**config.mk**
```make
export PLATFORM = sky130hd
export DESIGN_NAME = addsub_arbiter
export DESIGN_NICKNAME = d
export VERILOG_FILES = /design/src/rtl/addsub_arbiter.sv
export SDC_FILE = /design/constraint.sdc
export NUM_CORES = 1
export LEC_CHECK = 0
export BUFFER_PORTS_ARGS = -buffer_cell sky130_fd_sc_hd__buf_2
export CAP_MARGIN = 20
export CORE_AREA = 2 2 103 105
export CTS_CLUSTER_DIAMETER = 30
export DETAILED_ROUTE_END_ITERATION = 16
export DIE_AREA = 0 0 105 107
export PLACE_DENSITY = 0.85
export SLEW_MARGIN = 20
export SYNTH_ARGS = -nofsm -noshare
export SYNTH_HDL_FRONTEND = slang
export SYNTH_SLANG_ARGS = --single-unit
export TNS_END_PERCENT = 20
```
**constraint.sdc**
```tcl
create_clock -name clk -period 3.9 [get_ports clk]
set_clock_uncertainty 0.2 [all_clocks]
set_input_delay 0.195 -clock clk [delete_from_list [all_inputs] [get_ports clk]]
set_output_delay 0.195 -clock clk [all_outputs]
set_load 0.02 [all_outputs]
```
**src/rtl/addsub_arbiter.sv**
```systemverilog
// Round-robin arbiter that shares one add/subtract datapath between two requesters.
// Optional macro ADDSUB_ARB_FLAGS_EN adds resp_flags = {overflow, negative, zero}.
module addsub_arbiter #(
  parameter int unsigned WIDTH = 32
) (
  input  logic             clk,
  input  logic             rst_n,
  input  logic             r0_valid,
  output logic             r0_ready,
  input  logic [WIDTH-1:0] r0_a,
  input  logic [WIDTH-1:0] r0_b,
  input  logic             r0_sub,
  input  logic             r1_valid,
  output logic             r1_ready,
  input  logic [WIDTH-1:0] r1_a,
  input  logic [WIDTH-1:0] r1_b,
  input  logic             r1_sub,
  output logic [WIDTH-1:0] dp_a,
  output logic [WIDTH-1:0] dp_b,
  output logic             dp_sub,
  input  logic [WIDTH-1:0] dp_out,
  output logic             resp_valid,
  input  logic             resp_ready,
  output logic             resp_id,
`ifdef ADDSUB_ARB_FLAGS_EN
  output logic [2:0]       resp_flags,
`endif
  output logic [WIDTH-1:0] resp_data
);

  typedef enum logic [1:0] {StIdle, StExec, StResp} state_e;

  state_e           state_q, state_d;
  logic [WIDTH-1:0] a_q, a_d, b_q, b_d;
  logic             sub_q, sub_d;
  logic             gnt_q, gnt_d;
  logic             last_grant_q, last_grant_d;
  logic             resp_valid_q, resp_valid_d;
  logic             resp_id_q, resp_id_d;
  logic [WIDTH-1:0] resp_data_q, resp_data_d;
  logic             gnt_sel;

`ifdef ADDSUB_ARB_FLAGS_EN
  logic [2:0] flags_q, flags_d;
  logic       ovf;
  logic       a_msb, b_msb, r_msb;

  assign a_msb = a_q[WIDTH-1];
  assign b_msb = b_q[WIDTH-1];
  assign r_msb = dp_out[WIDTH-1];
  // Subtract overflows when signs differ; add overflows when they match.
  assign ovf   = (sub_q ? (a_msb != b_msb) : (a_msb == b_msb)) && (r_msb != a_msb);
  assign resp_flags = flags_q;
`endif

  assign dp_a       = a_q;
  assign dp_b       = b_q;
  assign dp_sub     = sub_q;
  assign resp_valid = resp_valid_q;
  assign resp_id    = resp_id_q;
  assign resp_data  = resp_data_q;

  // On contention the requester that did not win last time is chosen.
  assign gnt_sel = (r0_valid && r1_valid) ? ~last_grant_q : r1_valid;

  always_comb begin
    state_d      = state_q;
    a_d          = a_q;
    b_d          = b_q;
    sub_d        = sub_q;
    gnt_d        = gnt_q;
    last_grant_d = last_grant_q;
    resp_valid_d = resp_valid_q;
    resp_id_d    = resp_id_q;
    resp_data_d  = resp_data_q;
`ifdef ADDSUB_ARB_FLAGS_EN
    flags_d      = flags_q;
`endif
    r0_ready     = 1'b0;
    r1_ready     = 1'b0;

    case (state_q)
      StIdle: begin
        if (r0_valid || r1_valid) begin
          r0_ready     = ~gnt_sel;
          r1_ready     = gnt_sel;
          a_d          = gnt_sel ? r1_a : r0_a;
          b_d          = gnt_sel ? r1_b : r0_b;
          sub_d        = gnt_sel ? r1_sub : r0_sub;
          gnt_d        = gnt_sel;
          last_grant_d = gnt_sel;
          state_d      = StExec;
        end
      end
      StExec: begin
        resp_data_d  = dp_out;
        resp_id_d    = gnt_q;
        resp_valid_d = 1'b1;
`ifdef ADDSUB_ARB_FLAGS_EN
        flags_d      = {ovf, dp_out[WIDTH-1], (dp_out == '0)};
`endif
        state_d      = StResp;
      end
      StResp: begin
        if (resp_ready) begin
          resp_valid_d = 1'b0;
          state_d      = StIdle;
        end
      end
      default: state_d = StIdle;
    endcase
  end

  always_ff @(posedge clk) begin
    if (!rst_n) begin
      state_q      <= StIdle;
      a_q          <= '0;
      b_q          <= '0;
      sub_q        <= 1'b0;
      gnt_q        <= 1'b0;
      last_grant_q <= 1'b1;
      resp_valid_q <= 1'b0;
      resp_id_q    <= 1'b0;
      resp_data_q  <= '0;
`ifdef ADDSUB_ARB_FLAGS_EN
      flags_q      <= 3'b000;
`endif
    end else begin
      state_q      <= state_d;
      a_q          <= a_d;
      b_q          <= b_d;
      sub_q        <= sub_d;
      gnt_q        <= gnt_d;
      last_grant_q <= last_grant_d;
      resp_valid_q <= resp_valid_d;
      resp_id_q    <= resp_id_d;
      resp_data_q  <= resp_data_d;
`ifdef ADDSUB_ARB_FLAGS_EN
      flags_q      <= flags_d;
`endif
    end
  end

endmodule

```
==> flow_summary.ini, run 1 <==
[yosys]
syn-instance-count = 529
synth_seq_cells = 103
syn-cell-area_mm2 = 0.00440
ys.flop_type = dfxtp_1
synth_nets = 696
synthArstFlopShare = 0
ys_seq_area_frac = 0.468
ys_types = 27
yosys_warnings = 0
syn_area_per_cell_um2 = 8.33
synth-edff-count = 0

[global_route]
grt_pass1_vias = 5971
grt-ovfl-total = 0
grt_first_pass_wirelength_mm = 29.0
antenna_found_initial = 1
grt_max_degree = 80
grt_usage = 0.319

[sta]
period_minus_slack_ps = 2760
fmax_mhz = 362
setup_viol = 0
setup_tns_ps = 0
slew_viol_final = 0
maxSlewHeadroom = 0.320
grt_setup_unrepaired = false
post-route-period-util = 0.709
worst_slew_pin_slew_ps = 1020
hold_viol = 0

[route]
antenna_left = 0
wl_mm = 18.8
vias = 6037
post_drt_wl_per_cell_um = 17.8
vias_per_cell = 5.70
drc_errors = 0
drt_iter0_drc = 440
firstDrtPassIters = 5

[floorplanning]
fp.dieW_um = 105
std_cell_rows = 37
pin_count = 268
initial_core_util = 0.436
die-area_mm2 = 0.0112
fp.coreArea_mm2 = 0.0101
fp.dieH_um = 107

[clock_network]
clk_pin_slew_worst_paths_ps = 110
numCtsBuffers = 9
insertion_delay_ps = 370
cts-root-buf = clkbuf_8
postCtsSetupBuffers = 0
cts_resized = 0
clock-sinks = 103
cts_tree = built
clockBufferDepth = 2
h-tree-depth = 3

[layout]
nets = 1084
final_area_mm2 = 0.00752
area_growth_syn_to_layout_pct = 70.8
nFillCells = 712
layout-drive-gt1-share = 0.328
final_util = 0.745

[worst_setup_path]
cp.required_ps = 4020
cp_max_fo = 79
worstSetupPathType = register to register
cp.arrival_ps = 2880
critPathLaunchType = register
end_kind = register

[power_and_ir_drop]
power_leakage_uw = 0.00343
swShare = 0.346
intPower_uw = 1790
pwr-share-seq = 0.440
pwr-share-comb = 0.311
clkPwrFrac = 0.249
power_uw = 2730
p_sw_uw = 945
powerDensity_mw_per_mm2 = 363
irDropWorstVdd_v = 0.000279

[placement]
place_hpwl_mm = 9.35
io_buffers = 267
gp_congestion = 0.804
dpl_cell_area_mm2 = 0.00569

[hold_path]
hold_class = input pin to register

[run_status]
status = finished, final reports clean

[run]
cap_violations = 0
final timing paths:
| kind | startpoint | cells past startpoint | slack [ps] | endpoint |
|---|---|---|---|---|
| worst max-delay path | state_q[1]$_SDFFE_PN0P_ | 5 | 1140 | dp_b[5]$_SDFFE_PN0P_ |
| worst max register to register | state_q[1]$_SDFFE_PN0P_ | 5 | 1140 | dp_b[5]$_SDFFE_PN0P_ |
| worst min register to register | gnt_q$_SDFFE_PN0P_ | 2 | 260 | resp_id$_SDFFE_PN0P_ |
| worst min-delay path | r1_a[25] | 3 | 30 | dp_a[25]$_SDFFE_PN0P_ |
kinds of logic (layout without fill, tap and decap cells):
logic type	after synthesis	after routing	share of synthesized area
AND/OR/NAND/NOR	175	175	0.198
AO/OA/AOI/OAI	169	169	0.220
flip-flops	103	103	0.468
buffers and inverters	64	457	0.0733
multiplexers	18	18	0.0409
other	0	1	0
layout by cell type (no fill, tap or decap), types with 2 or more instances in the layout:
| cell | Yosys | routed |
|---|---|---|
| a211oi_1 | 17 | 17 |
| a21oi_1 | 53 | 53 |
| a31oi_1 | 47 | 47 |
| buf_2 | 26 | 267 |
| buf_4 | 8 | 8 |
| clkbuf_8 | 0 | 10 |
| clkinv_4 | 0 | 3 |
| dfxtp_1 | 103 | 103 |
| dlygate4sd3_1 | 0 | 163 |
| inv_8 | 0 | 3 |
| mux2i_1 | 18 | 18 |
| nand2_1 | 67 | 67 |
| nand3_1 | 48 | 48 |
| nand4_1 | 47 | 47 |
| nor2_4 | 1 | 3 |
| nor3_1 | 2 | 2 |
| o21ai_0 | 42 | 42 |
| o21ai_1 | 8 | 8 |
area by class of cell:
| cell class | count | area, um2 | share of cell area |
|---|---|---|---|
| timing repair buffer | 439 | 3050 | 0.405 |
| sequential | 103 | 2060 | 0.274 |
| multi-input combinational | 362 | 2030 | 0.270 |
| tap | 136 | 170 | 0.0226 |
| clock buffer | 10 | 138 | 0.0183 |
| clock inverter | 6 | 60.1 | 0.00798 |
| inverter | 2 | 7.51 | 0.000998 |
| antenna | 1 | 2.50 | 0.000333 |
layer usage:
metal	wire, um	up-vias	track usage
met5	13	-	0
met4	1020	2	0.188
met3	1580	109	0.0760
met2	9430	434	0.558
met1	6810	2772	0.353
li1	-	2720	-
power groups by stage:
| stage | clock, uW | combinational (uW) | sequential [uW] |
|---|---|---|---|
| final | 680 | 851 | 1200 |
| after global routing | 737 | 904 | 1210 |
| after CTS | 686 | 812 | 1200 |
| after detailed placement | 0 | 653 | 1220 |
| after global placement | 0 | 643 | 1220 |
| after floorplan | 0 | 306 | 1330 |
through the flow:
step,hold WS [ps],std cells,worst slack (ps)
2_1_floorplan,66.8,529,2130
3_5_place_dp,206,879,1740
5_1_grt,49.5,1058,1030
6_report,29.3,1059,1140
4_1_cts,3.61,1058,1280
3_3_place_gp,208,879,1800
Yosys cell counts, types with 2 or more instances:
| cell | number | share of area |
|---|---|---|
| dfxtp_1 | 103 | 0.47 |
| nand2_1 | 67 | 0.057 |
| a21oi_1 | 53 | 0.060 |
| nand3_1 | 48 | 0.055 |
| a31oi_1 | 47 | 0.067 |
| nand4_1 | 47 | 0.067 |
| o21ai_0 | 42 | 0.048 |
| buf_2 | 26 | 0.030 |
| clkbuf_1 | 22 | 0.019 |
| mux2i_1 | 18 | 0.041 |
| a211oi_1 | 17 | 0.029 |
| buf_4 | 8 | 0.014 |
| o21ai_1 | 8 | 0.0091 |
| clkbuf_2 | 4 | 0.0045 |
| buf_6 | 2 | 0.0051 |
| inv_1 | 2 | 0.0017 |
| nand2b_1 | 2 | 0.0028 |
| nor2_2 | 2 | 0.0028 |
| nor3_1 | 2 | 0.0023 |
| or2_1 | 2 | 0.0028 |
registers in the layout (all words and copies together), names as in the netlist:
signal	flops
dp_a	32
dp_b	32
resp_data	32
state_q	2
dp_sub	1
gnt_q	1
last_grant_q	1
resp_id	1
resp_valid	1
critical path: stages, from the launching register on:
cell and delay (ps):
dfxtp_1 390, nor2_4 650, buf_12 380, nand4_1 150, a31oi_1 290, dlygate4sd3_1 610
what timing repair did:
item / in CTS / in global routing
endpoints found under the setup margin: 0 / 0
endpoints found under the hold margin: 100 / 0
hold buffers: 163 / 0
Note: power is estimated with default switching activity, not from simulation.
==> run 2, diff against run 1 <==
Settings changed: CORE_AREA 2 2 103 105 to unset, CORE_UTILIZATION set to 43, DIE_AREA 0 0 105 107 to unset, PLACE_DENSITY 0.85 to 0.84.
Clock period 3.9 ns to 2.75 ns, I/O delays scaled along.
==> run 2 against run 1 <==
Against the previous run:
- non-clock buffer count rose by 4
- hold slack improved by 25 ps
- register-to-register slack got worse by 1000 ps
- utilization rose by 2.1 points
- combinational power rose by 45%
- clock-buffer cell count fell by 1
- maximum frequency rose by 5.6%
- worst setup slack got worse by 1000 ps
- global-route usage rose by 3.4 points
- critical path type unchanged
- power rose by 40%
- via count rose by 0.48%
- cell area rose by 0.47%
==> flow_summary.ini, run 2 (synthesis results as in run 1) <==
[global_route]
grt_first_pass_wirelength_mm = 28.9
antenna_found_initial = 0
grt_usage = 0.353
grt-ovfl-total = 0
grt_max_degree = 72
grt_pass1_vias = 5833

[route]
wl_met2_mm = 9.64
routed-wl-met3_mm = 1.66
post_drt_wl_per_cell_um = 18.2
vias = 6066
wl_mm = 19.3
drc_errors = 0
firstDrtPassIters = 5
drt_iter0_drc = 461
antenna_left = 0
vias_per_cell = 5.73
top_layer = met4
wl_met1_mm = 6.85

[run]
cap_violations = 0

[clock_network]
cts_tree = built
cts_resized = 0
postCtsSetupBuffers = 0
clk_pin_slew_worst_paths_ps = 100
ctsHoldBuffers = 165
numCtsBuffers = 9
cts-root-buf = clkbuf_8
clock-sinks = 103
h-tree-depth = 3
clockBufferDepth = 2
insertion_delay_ps = 350

[sta]
holdWs_ps = 54.0
setup_viol = 0
grt_setup_unrepaired = false
maxSlewHeadroom = 0.377
period_minus_slack_ps = 2620
fmax_mhz = 382
worst_slew_pin_slew_ps = 935
setup_slack_ps = 132
post-route-period-util = 0.952
setup_tns_ps = 0
hold_viol = 0
slew_viol_final = 0

[floorplanning]
std_cell_rows = 36
initial_core_util = 0.446
pin_count = 268
fp.dieW_um = 103
fp.dieH_um = 103
die-area_mm2 = 0.0107
fp.coreArea_mm2 = 0.00986

[power_and_ir_drop]
power_uw = 3820
irDropWorstVdd_v = 0.000282
powerDensity_mw_per_mm2 = 506
power_leakage_uw = 0.00344

[worst_setup_path]
r2r-start = state_q[1]$_SDFFE_PN0P_
worstSetupPathType = register to register
r2r-end = dp_b[20]$_SDFFE_PN0P_
critPathMaxStageDelay_ps = 790
cp.arrival_ps = 2700
cp_cell_sequence = or2_2 > o21ai_0 > a31oi_1 > dlygate4sd3_1
end_kind = register
cp_max_fo = 52
critPathLaunchType = register
rr_worst_depth = 4
critPathBufInv = 1
crit_slowest_cell = or2_2
cp.depth = 4
crit_family = simple AND/OR/NAND/NOR gates
rrSetupSlack_ps = 130
cp.required_ps = 2840

[placement]
io_buffers = 267
dp_cells = 878
place_ws_ps = 709
gp_congestion = 0.753
place_hpwl_mm = 9.79

[hold_path]
holdPathStages = 3
hold_class = input pin to register
min-delay-start = r1_a[12]
holdPathEnd = dp_a[12]$_SDFFE_PN0P_

[layout]
instances_no_fill = 1059
layout_commonest_cell = buf_2
layout-drive-gt1-share = 0.328
nets = 1088
antenna_cells = 0
area_growth_syn_to_layout_pct = 71.6
mostFrequentLayoutCells = 267 x buf_2, 165 x dlygate4sd3_1, 103 x dfxtp_1
nFillCells = 631

[run_status]
status = finished, final reports clean
## run 2: cell count changes in the layout (fill, tap and decap cells not counted), sizes merged
cell,before,now
inv,5,4
clkinvlp,0,2
dlygate4sd3,163,165
clkbuf,10,9
diode,1,0
buf,276,278
## run 2: tightest hold or removal path: cells and delay by family
| kind | cells | cell delay (ps) |
|---|---|---|
| buffers and inverters | 1 | 100 |
| AOI/OAI and AO/OA | 1 | 120 |
| muxes | 1 | 220 |
## run 2: power breakdown
part	switching, uW	internal (uW)	total, uW	leakage [uW]
Combinational	687	540	1230	0.00250
Sequential	80.5	1630	1710	0.000848
Clock	549	338	887	0.0000862
## run 2: final cells by class
cell class	count	area (um2)	share of cell area
clock inverter	7	55.1	0.00728
timing repair buffer	443	3110	0.411
multi-input combinational	362	2030	0.269
inverter	2	7.51	0.000993
sequential	103	2060	0.273
tap	133	166	0.0220
clock buffer	9	124	0.0164
## run 2: per-layer routing
| metal | GRT usage | up-vias |
|---|---|---|
| met4 | 0.239 | 0 |
| met3 | 0.111 | 120 |
| met1 | 0.385 | 2756 |
| met5 | 0 | - |
| li1 | - | 2728 |
| met2 | 0.592 | 462 |
## run 2: metrics by stage
stage,utilization,cell area (um2)
2_1_floorplan,-,4400
3_3_place_gp,0.581,5730
3_5_place_dp,0.581,5730
4_1_cts,0.766,7560
5_1_grt,0.766,7560
6_report,0.766,7560
## run 2: worst max path at each step
stage	startpoint	endpoint	slack, ps
2_1_floorplan	state_q[1]$_SDFFE_PN0P_	r0_ready	1040
3_3_place_gp	state_q[1]$_SDFFE_PN0P_	dp_a[10]$_SDFFE_PN0P_	800
3_5_place_dp	state_q[1]$_SDFFE_PN0P_	dp_a[12]$_SDFFE_PN0P_	710
4_1_cts	state_q[1]$_SDFFE_PN0P_	dp_b[20]$_SDFFE_PN0P_	260
5_1_grt	state_q[1]$_SDFFE_PN0P_	dp_b[28]$_SDFFE_PN0P_	10
6_report	state_q[1]$_SDFFE_PN0P_	dp_b[20]$_SDFFE_PN0P_	130
